File: config.mk
export PLATFORM = sky130hd
export DESIGN_NAME = font_fetch_arb
export DESIGN_NICKNAME = d
export VERILOG_FILES = /design/src/rtl/font_fetch_arb.sv
export SDC_FILE = /design/constraint.sdc
export NUM_CORES = 1
export LEC_CHECK = 0
export CAP_MARGIN = 5
export CORE_MARGIN = 1.5
export CORE_UTILIZATION = 40
export DETAILED_ROUTE_END_ITERATION = 6
export HOLD_SLACK_MARGIN = 0.06
export PLACE_DENSITY = 0.87
export SETUP_SLACK_MARGIN = 0.4
export SYNTH_ARGS = -nofsm -noshare
export SYNTH_HDL_FRONTEND = slang
export SYNTH_SLANG_ARGS = --single-unit
File: constraint.sdc
create_clock -name clk_i -period 1.6 [get_ports clk_i]
set_input_delay 0.32 -clock clk_i [delete_from_list [all_inputs] [get_ports clk_i]]
set_output_delay 0.32 -clock clk_i [all_outputs]
set_load 0.02 [all_outputs]
File: src/rtl/font_fetch_arb.sv
// Font memory fetch arbiter. The display and a host share one single-port
// font memory. The display normally wins every cycle, and a starvation
// counter forces the host in when it has waited long enough.
// A two-stage tag pipeline sends each returned row back to the requester
// that owns it.
//
// Host FSM states
//   state  | meaning
//   H_IDLE | no host fetch in flight; host may be granted
//   H_WAIT | host address issued; memory is reading it
//   H_ACK  | host row is on mem_data_i; captured at the next edge
module font_fetch_arb #(
    parameter int ADDR_WIDTH   = 11,
    parameter int DATA_WIDTH   = 8,
    parameter int STARVE_LIMIT = 8
) (
    input  logic                  clk_i,
    input  logic                  rstn_i,
    input  logic                  disp_req_i,
    input  logic [6:0]            disp_char_i,
    input  logic [3:0]            disp_row_i,
    output logic                  disp_valid_o,
    output logic [DATA_WIDTH-1:0] disp_data_o,
    output logic                  disp_drop_o,
    input  logic                  host_req_i,
    input  logic [ADDR_WIDTH-1:0] host_addr_i,
    output logic                  host_ack_o,
    output logic [DATA_WIDTH-1:0] host_data_o,
    output logic [ADDR_WIDTH-1:0] mem_addr_o,
    input  logic [DATA_WIDTH-1:0] mem_data_i
);

    typedef enum logic [1:0] {H_IDLE, H_WAIT, H_ACK} host_state_t;
    typedef enum logic [1:0] {TAG_NONE, TAG_DISP, TAG_HOST} tag_t;

    localparam int         CNT_W     = 4;
    localparam [CNT_W-1:0] LIMIT_CNT = CNT_W'(STARVE_LIMIT);

    host_state_t           host_state;
    host_state_t           host_next;
    tag_t                  tag_s1;
    tag_t                  tag_s2;
    tag_t                  tag_next;
    logic [CNT_W-1:0]      starve_cnt;
    logic [CNT_W-1:0]      starve_next;
    logic [ADDR_WIDTH-1:0] disp_addr;
    logic                  host_elig;
    logic                  starve_hit;
    logic                  grant_host;
    logic                  grant_disp;
    logic                  drop_now;

    assign disp_addr = ADDR_WIDTH'({disp_char_i, disp_row_i});

    // Arbitration: the display wins unless the host has hit the starvation limit.
    always_comb begin
        host_elig  = (host_state == H_IDLE) && host_req_i;
        starve_hit = (starve_cnt == LIMIT_CNT);
        grant_host = host_elig && (!disp_req_i || starve_hit);
        grant_disp = disp_req_i && !grant_host;
        drop_now   = disp_req_i && grant_host;
        tag_next   = TAG_NONE;
        if (grant_host) begin
            tag_next = TAG_HOST;
        end else if (grant_disp) begin
            tag_next = TAG_DISP;
        end
    end

    // Starvation counter: counts eligible-but-denied edges, saturating at the limit.
    always_comb begin
        starve_next = starve_cnt;
        if (!host_elig || grant_host) begin
            starve_next = '0;
        end else if (!starve_hit) begin
            starve_next = starve_cnt + 1'b1;
        end
    end

    // Host FSM next state. H_ACK is held during the cycle the data sits on
    // mem_data_i, so H_IDLE is reached in the ack cycle. A host still
    // requesting can then be re-granted at the edge that ends the ack cycle.
    always_comb begin
        host_next = host_state;
        case (host_state)
            H_IDLE:  if (grant_host) host_next = H_WAIT;
            H_WAIT:  if (tag_s1 == TAG_HOST) host_next = H_ACK;
            H_ACK:   host_next = H_IDLE;
            default: host_next = H_IDLE;
        endcase
    end

    // Host FSM and starvation counter registers.
    always_ff @(posedge clk_i or negedge rstn_i) begin
        if (!rstn_i) begin
            host_state <= H_IDLE;
            starve_cnt <= '0;
        end else begin
            host_state <= host_next;
            starve_cnt <= starve_next;
        end
    end

    // Address register and owner tag pipeline, aligned with mem_data_i.
    always_ff @(posedge clk_i or negedge rstn_i) begin
        if (!rstn_i) begin
            mem_addr_o  <= '0;
            tag_s1      <= TAG_NONE;
            tag_s2      <= TAG_NONE;
            disp_drop_o <= 1'b0;
        end else begin
            if (grant_host) begin
                mem_addr_o <= host_addr_i;
            end else if (grant_disp) begin
                mem_addr_o <= disp_addr;
            end
            tag_s1      <= tag_next;
            tag_s2      <= tag_s1;
            disp_drop_o <= drop_now;
        end
    end

    // Return path: register memory data into the owner's output; hold otherwise.
    always_ff @(posedge clk_i or negedge rstn_i) begin
        if (!rstn_i) begin
            disp_valid_o <= 1'b0;
            disp_data_o  <= '0;
            host_ack_o   <= 1'b0;
            host_data_o  <= '0;
        end else begin
            disp_valid_o <= (tag_s2 == TAG_DISP);
            host_ack_o   <= (tag_s2 == TAG_HOST);
            if (tag_s2 == TAG_DISP) begin
                disp_data_o <= mem_data_i;
            end
            if (tag_s2 == TAG_HOST) begin
                host_data_o <= mem_data_i;
            end
        end
    end

endmodule

==> impl_summary.txt <==
----------------------------------------------------
[Run status]
  Outcome ... completed

[Route]
  Residual DRC ... 0
  Routed wire per std cell ... 15.4 um
  DRC marker count from the first detailed-route iteration ... 68
  Detailed Route WL ... 4090 um
  Via count ... 1,325
  TritonRoute pass-1 iters ... 4
  Number of nets with antenna violations after detailed routing ... 0
  Routed vias/inst ... 4.98

[Timing]
  Fin worst setup slack ... 0.0467 ns
  Final count of hold timing violations ... 0
  Worst clock skew ... 0.00660 ns
  Final setup violation count ... 0
  Ratio of final minimum period to clock period ... 97.1%
  Clock period minus final worst setup slack ... 1.55 ns
  Fmax achieved ... 644 MHz
  Slew at the pin closest to its max-slew limit ... 0.424 ns
  RSZ-0062 raised after global routing ... yes
  Max-slew violation count ... 0
  Final sum of negative setup slack ... 0 ns
  Slew margin rel. ... 71.8%

[Cells and area]
  Post-route core utilization ... 64.8%
  Diodes inserted ... 0
  Post-route cell area ... 0.00267 mm2
  Post-layout nets ... 251
  Layout area overhead ... 51.9%
  Share of post-route cells with drive strength above 1 ... 49.5%

[Setup path]
  Endpoint class of the critical path ... flip-flop
  Cell class contributing the biggest share of worst-path delay ... simple AND/OR/NAND/NOR gates
  Critical path cell sequence ... or3b_4 > buf_6 > or3b_4 > nor2_2
  Critical path type ... reg2reg
  Reg-to-reg endpoint ... starve_cnt[1]
  Critical path startpoint category ... flip-flop
  Length in cells of the worst reg-to-reg path ... 4
  Slowest stage cell on the critical path ... or3b_4
  Critical path required time ... 1.83 ns
  Critical Path Most Common Cell ... or3b_4
  Setup slack, reg-to-reg ... 0.05 ns
  Number of buffer and inverter instances along the worst setup path ... 1
  CP Data Arrival Time ... 1.78 ns
  Critical Path Max Stage Delay ... 0.44 ns
  Startpoint of the most critical register-to-register path ... host_state[1]
  Peak fanout along the critical path ... 5

[Logic synthesis]
  Mapped cell area ... 0.00176 mm2
  Portion of the post-synthesis area used by sequential elements ... 57.0%
  Top cell type by total area after synthesis ... dfrtp_1
  Synthesized area divided by synthesized cell count ... 13.1 um2
  Post-synthesis cell count ... 134
  Fraction of post-synthesis cell area in the top cell type by area ... 57.0%
  Synth warn ... 0
  Count of distinct cell types in the synthesized netlist ... 24
  Cells taking the most area after synthesis ... dfrtp_1 (57%), mux2_2 (10%), a221oi_2 (7.7%), mux2i_1 (6.3%), inv_1 (3.6%)
  Register bit count reported by yosys ... 40
  Post-synth net total ... 170

[Floorplanning]
  Initial standard-cell utilization of the core ... 42.7%
  Row cnt ... 23
  Die height ... 69.3 um
  Die width ... 69.3 um
  Total die area ... 0.00480 mm2
  Number of top-level design ports ... 64
  Floorplan core area ... 0.00412 mm2

[Global routing]
  Via count of the first global-routing pass ... 1,305
  Congestion Overflow GR ... 0
  Largest net degree at the start of global routing ... 21
  First-pass GRT wire length ... 6340 um
  Global router's overall resource usage ... 17.1%
  Antenna violations before repair ... 0

[Pwr]
  Power density over the cells ... 1190 mW/mm2
  Total Power Consumption ... 0.00319 W
  Peak supply drop ... 0.464 mV
  Leak Pwr ... 1.23 nW

[Clocking]
  Max H-tree Level ... 2
  Clock tree buffer depth ... 2
  Clock Tree Root ... clkbuf_8
  CTS Buf Count ... 5
  Clock-pin slew on the worst setup and hold paths ... 0.08 ns
  Clock tree sinks ... 40
  Clock tree from TritonCTS ... built
  Clock insertion delay at the later pin of the skew report ... 0.29 ns

[Place]
  Cell Area, Placed ... 0.00247 mm2
  HPWL after detailed placement ... 2720 um
  GP Congestion ... 0.756
  Setup Slack @ Placement ... -0.323 ns
  Number of port buffers ... 63

[Min path]
  Hold-critical path endpoint ... tag_s2[1]
  Worst min-delay path class ... reg2reg
  Worst Min Path Start ... tag_s1[1]
  Min-Delay Path Depth ... 0

[Run]
  Max-capacitance violation count ... 0

----------------------------------------------------
metal layers:
metal  global-route usage (%)  up-vias  share of wire, %
li1                         -      634                 -
met2                     27.5       56                49
met5                        0        -                 0
met3                     5.38        5               6.7
met1                     20.9      630                42
met4                     8.06        0               1.9
synth_stat cells (all sizes together):
cell / number
ha: 2
nor3: 12
nand2b: 2
nand3: 1
nor2b: 1
buf: 3
a221oi: 11
dfrtp: 40
or3b: 2
nor3b: 1
clkbuf: 5
nand3b: 1
mux2i: 11
o21a: 1
a31o: 1
xnor2: 1
nor2: 4
inv: 17
mux2: 16
a21oi: 1
xor2: 1
how the worst max path moves through the flow:
| stage | start | end | slack (ns) | cells past startpoint |
|---|---|---|---|---|
| after floorplan | host_state[1] | mem_addr_o[1] | 0.07 | 5 |
| after global placement | host_req_i | mem_addr_o[8] | -0.30 | 5 |
| after detailed placement | host_req_i | mem_addr_o[1] | -0.32 | 5 |
| after CTS | host_state[1] | starve_cnt[2] | 0.07 | 4 |
| after global routing | starve_cnt[1] | starve_cnt[3] | -0.0005 | 6 |
| final | host_state[1] | starve_cnt[1] | 0.05 | 4 |
report_power, final:
part	switching [W]	internal (W)	total, W
clock	0.000339	0.000344	0.000683
sequential	0.000111	0.00123	0.00134
combinational	0.000617	0.000546	0.00116
logic make-up (layout without fill, tap and decap cells):
| logic type | count (synthesis) | count (layout) | share of synthesized area (%) |
|---|---|---|---|
| DFF | 40 | 40 | 57.0 |
| muxes | 27 | 27 | 16.5 |
| buffers and inverters | 25 | 106 | 6.27 |
| and+or+nand+nor | 24 | 24 | 7.48 |
| AOI/OAI and AO/OA | 14 | 15 | 10.3 |
| adders and majority gates | 2 | 2 | 1.42 |
| xor gates and xnor gates | 2 | 2 | 0.997 |
layout make-up:
| type | count | area [um2] |
|---|---|---|
| timing repair buffer | 81 | 674 |
| fill | 317 | 1450 |
| clock inverter | 2 | 10.0 |
| inverter | 17 | 63.8 |
| multi-input combinational | 70 | 773 |
| sequential | 40 | 1000 |
| tap | 50 | 62.6 |
| clock buffer | 6 | 82.6 |
placed cells by master, fill, tap and decap left out, types with 2 or more instances in the layout:
master           Yosys  final
a221oi_2             9     11
buf_2                1     26
buf_4                0     11
buf_6                2     10
clkbuf_8             0      6
clkdlybuf4s50_1      0     31
clkinv_2             0      2
dfrtp_1             40     40
inv_1               17     17
mux2_2              16     16
mux2i_1             11     11
nor2_2               0      4
nor3_2               0      9
nor3_4               0      2
or3b_4               0      2
stage by stage:
step | cells | hold WS, ns
floorplan | 134 | 0.0244
global placement | 248 | 0.274
detailed placement | 248 | 0.286
CTS | 262 | 0.383
global route | 266 | 0.382
finish | 266 | 0.385
what timing repair did:
action	4_1_cts	5_1_grt
endpoints found under the setup margin	57	33
buffers inserted	5	2
gates resized for setup	130	37
cloned	0	2
hold buffers	1	0
pin swaps	3	4
endpoints found under the hold margin	18	0
state kept, by name, summed over array words and instances, names as in the netlist:
name          cells
tag_s1            2
host_state        2
disp_drop_o       1
mem_addr_o       11
disp_data_o       8
tag_s2            2
starve_cnt        4
host_data_o       8
host_ack_o        1
disp_valid_o      1
No activity file was read; power rests on OpenSTA's default activity.
==> RTL edit: new RTL, same flow settings <==
`ADDR_WIDTH`: 11 -> 13.
--- a/src/rtl/font_fetch_arb.sv
+++ b/src/rtl/font_fetch_arb.sv
@@ -11,5 +11,5 @@
 //   H_ACK  | host row is on mem_data_i; captured at the next edge
 module font_fetch_arb #(
-    parameter int ADDR_WIDTH   = 11,
+    parameter int ADDR_WIDTH   = 13,
     parameter int DATA_WIDTH   = 8,
     parameter int STARVE_LIMIT = 8
Ports: changed (resized host_addr_i and mem_addr_o); port bits go from 64 to 68. No check against the original RTL was run, so the function may have changed too.
==> RTL edit against the unedited design <==
The run now ends with negative setup slack left. Fmax decreased by 3.1%. Combinational power increased by 22%. Synthesized area increased by 5.5%. Total power increased by 9.9%. Wire length increased by 9.4%. Sequential cell count increased by 2. Worst setup slack got worse by 0.049 ns. Clock power increased by 1%. Final area increased by 9.8%. Largest cell class unchanged. Highest routed layer unchanged.
==> RTL edit: results (changes against the unedited design) <==
* Non-clock buffers, area share at 28.4% (was 25.3%)
* Detailed Place HPWL at 3050 µm (was 2720 µm)
* Seq. cell area at 1050 µm² (was 1000 µm²)
* Failing checks: negative setup slack
* Non-clk bufs at 97 (was 81)
* Share of cells above drive strength 1 at 49.2% (was 49.5%)
* Worst setup margin at -0.00244 ns (was 0.0467 ns)
* Status: complete, but fails checks (was finished clean)
* Synth area leaders: dfrtp_1 (57%), mux2_2 (9.7%), a221oi_2 (7.3%), mux2i_1 (7.0%), inv_1 (3.4%) (was dfrtp_1 (57%), mux2_2 (10%), a221oi_2 (7.7%), mux2i_1 (6.3%), inv_1 (3.6%))
* Postcts setup bufs at 6 (was 5)
* Clock buf/inv share at 3.12% (was 3.47%)
* Setup TNS Final at -0.00244 ns (was 0 ns)
* Setup-failing EPs final at 1 (was 0)
* Via/cell ratio at 5.05 (was 4.98)
* Reg-to-Reg Start: host_state[0]$_DFFE_PN0P_ (was host_state[1]$_DFFE_PN0P_)
* #MultiIn Comb at 74 (was 70)
* CP arrival at 1.80 ns (was 1.78 ns)
* Top cells by count, synth: dfrtp_1 (42), inv_1 (17), mux2_2 (16), mux2i_1 (13), nor3_1 (12) (was dfrtp_1 (40), inv_1 (17), mux2_2 (16), nor3_1 (12), mux2i_1 (11))
* Worst VDD drop at 0.000608 V (was 0.000464 V)
* Nets@finish at 275 (was 251)
* CP Max Fanout at 6 (was 5)
* Port bufs at 67 (was 63)
* FF+latch count, synth at 42 (was 40)
* Mapped Nets at 179 (was 170)
* Synth Area in Adders at 1.35% (was 1.42%)
* R2r endpoint: mem_addr_o[3]$_DFFE_PN0P_ (was starve_cnt[1]$_DFFE_PN0P_)
* Place WS at -0.372 ns (was -0.323 ns)
* Register area share after synthesis at 56.7% (was 57.0%)
* Syn_area_per_cell at 13.1 µm² (about the same)
* Top Registers: mem_addr_o: 13 flops, disp_data_o: 8 flops, host_data_o: 8 flops (was mem_addr_o: 11 flops, disp_data_o: 8 flops, host_data_o: 8 flops)
* Crit-path max cell delay at 0.47 ns (was 0.44 ns)
* Post-synthesis compound-gate area fraction at 10.3% (about the same)
* Final hold slack at 0.390 ns (was 0.385 ns)
* Post-Synth XOR/XNOR Area at 0.945% (was 0.997%)
* Via Count at 1,465 (was 1,325)
==> RTL edit: cell count changes in the layout (fill, tap and decap cells not counted), sizes merged <==
cell,change
buf,+13
clkbuf,+2
clkdlybuf4s50,+2
dfrtp,+2
mux2i,+2
o2bb2ai,+2
clkinv,-1
nor2,+1
o21a,-1
==> RTL edit: how the worst max path moves through the flow <==
| stage | slack [ns] | start | end | depth (start not counted) |
|---|---|---|---|---|
| 6_report | -0.002 | host_state[0]$_DFFE_PN0P_ | mem_addr_o[3]$_DFFE_PN0P_ | 4 |
| 5_1_grt | -0.07 | starve_cnt[1]$_DFFE_PN0P_ | mem_addr_o[3]$_DFFE_PN0P_ | 6 |
| 4_1_cts | -0.003 | host_state[1]$_DFFE_PN0P_ | starve_cnt[3]$_DFFE_PN0P_ | 4 |
| 3_5_place_dp | -0.37 | host_req_i | starve_cnt[3]$_DFFE_PN0P_ | 5 |
| 3_3_place_gp | -0.34 | host_req_i | mem_addr_o[10]$_DFFE_PN0P_ | 5 |
| 2_1_floorplan | 0.14 | host_state[0]$_DFFE_PN0P_ | mem_addr_o[10]$_DFFE_PN0P_ | 5 |
==> RTL edit: report_power, final <==
group	switching, µW	internal [µW]
Clock	345	348
Combinational	691	719
Sequential	114	1290
==> RTL edit: logic make-up (layout without fill, tap and decap cells) <==
kind of cell / count (synthesis) / in the layout
DFF: 42 / 42
AOI/OAI and AO/OA: 16 / 16
xor gates and xnor gates: 2 / 2
muxes: 29 / 29
and+or+nand+nor: 25 / 25
adders and majority gates: 2 / 2
buffers and inverters: 25 / 122
==> RTL edit: metal layers <==
metal,up-vias,GRT usage [%],wire [µm]
met5,-,0,0
met4,0,6.50,57
met3,7,4.27,299
met2,62,30.4,2210
met1,708,22.5,1900
li1,688,-,-
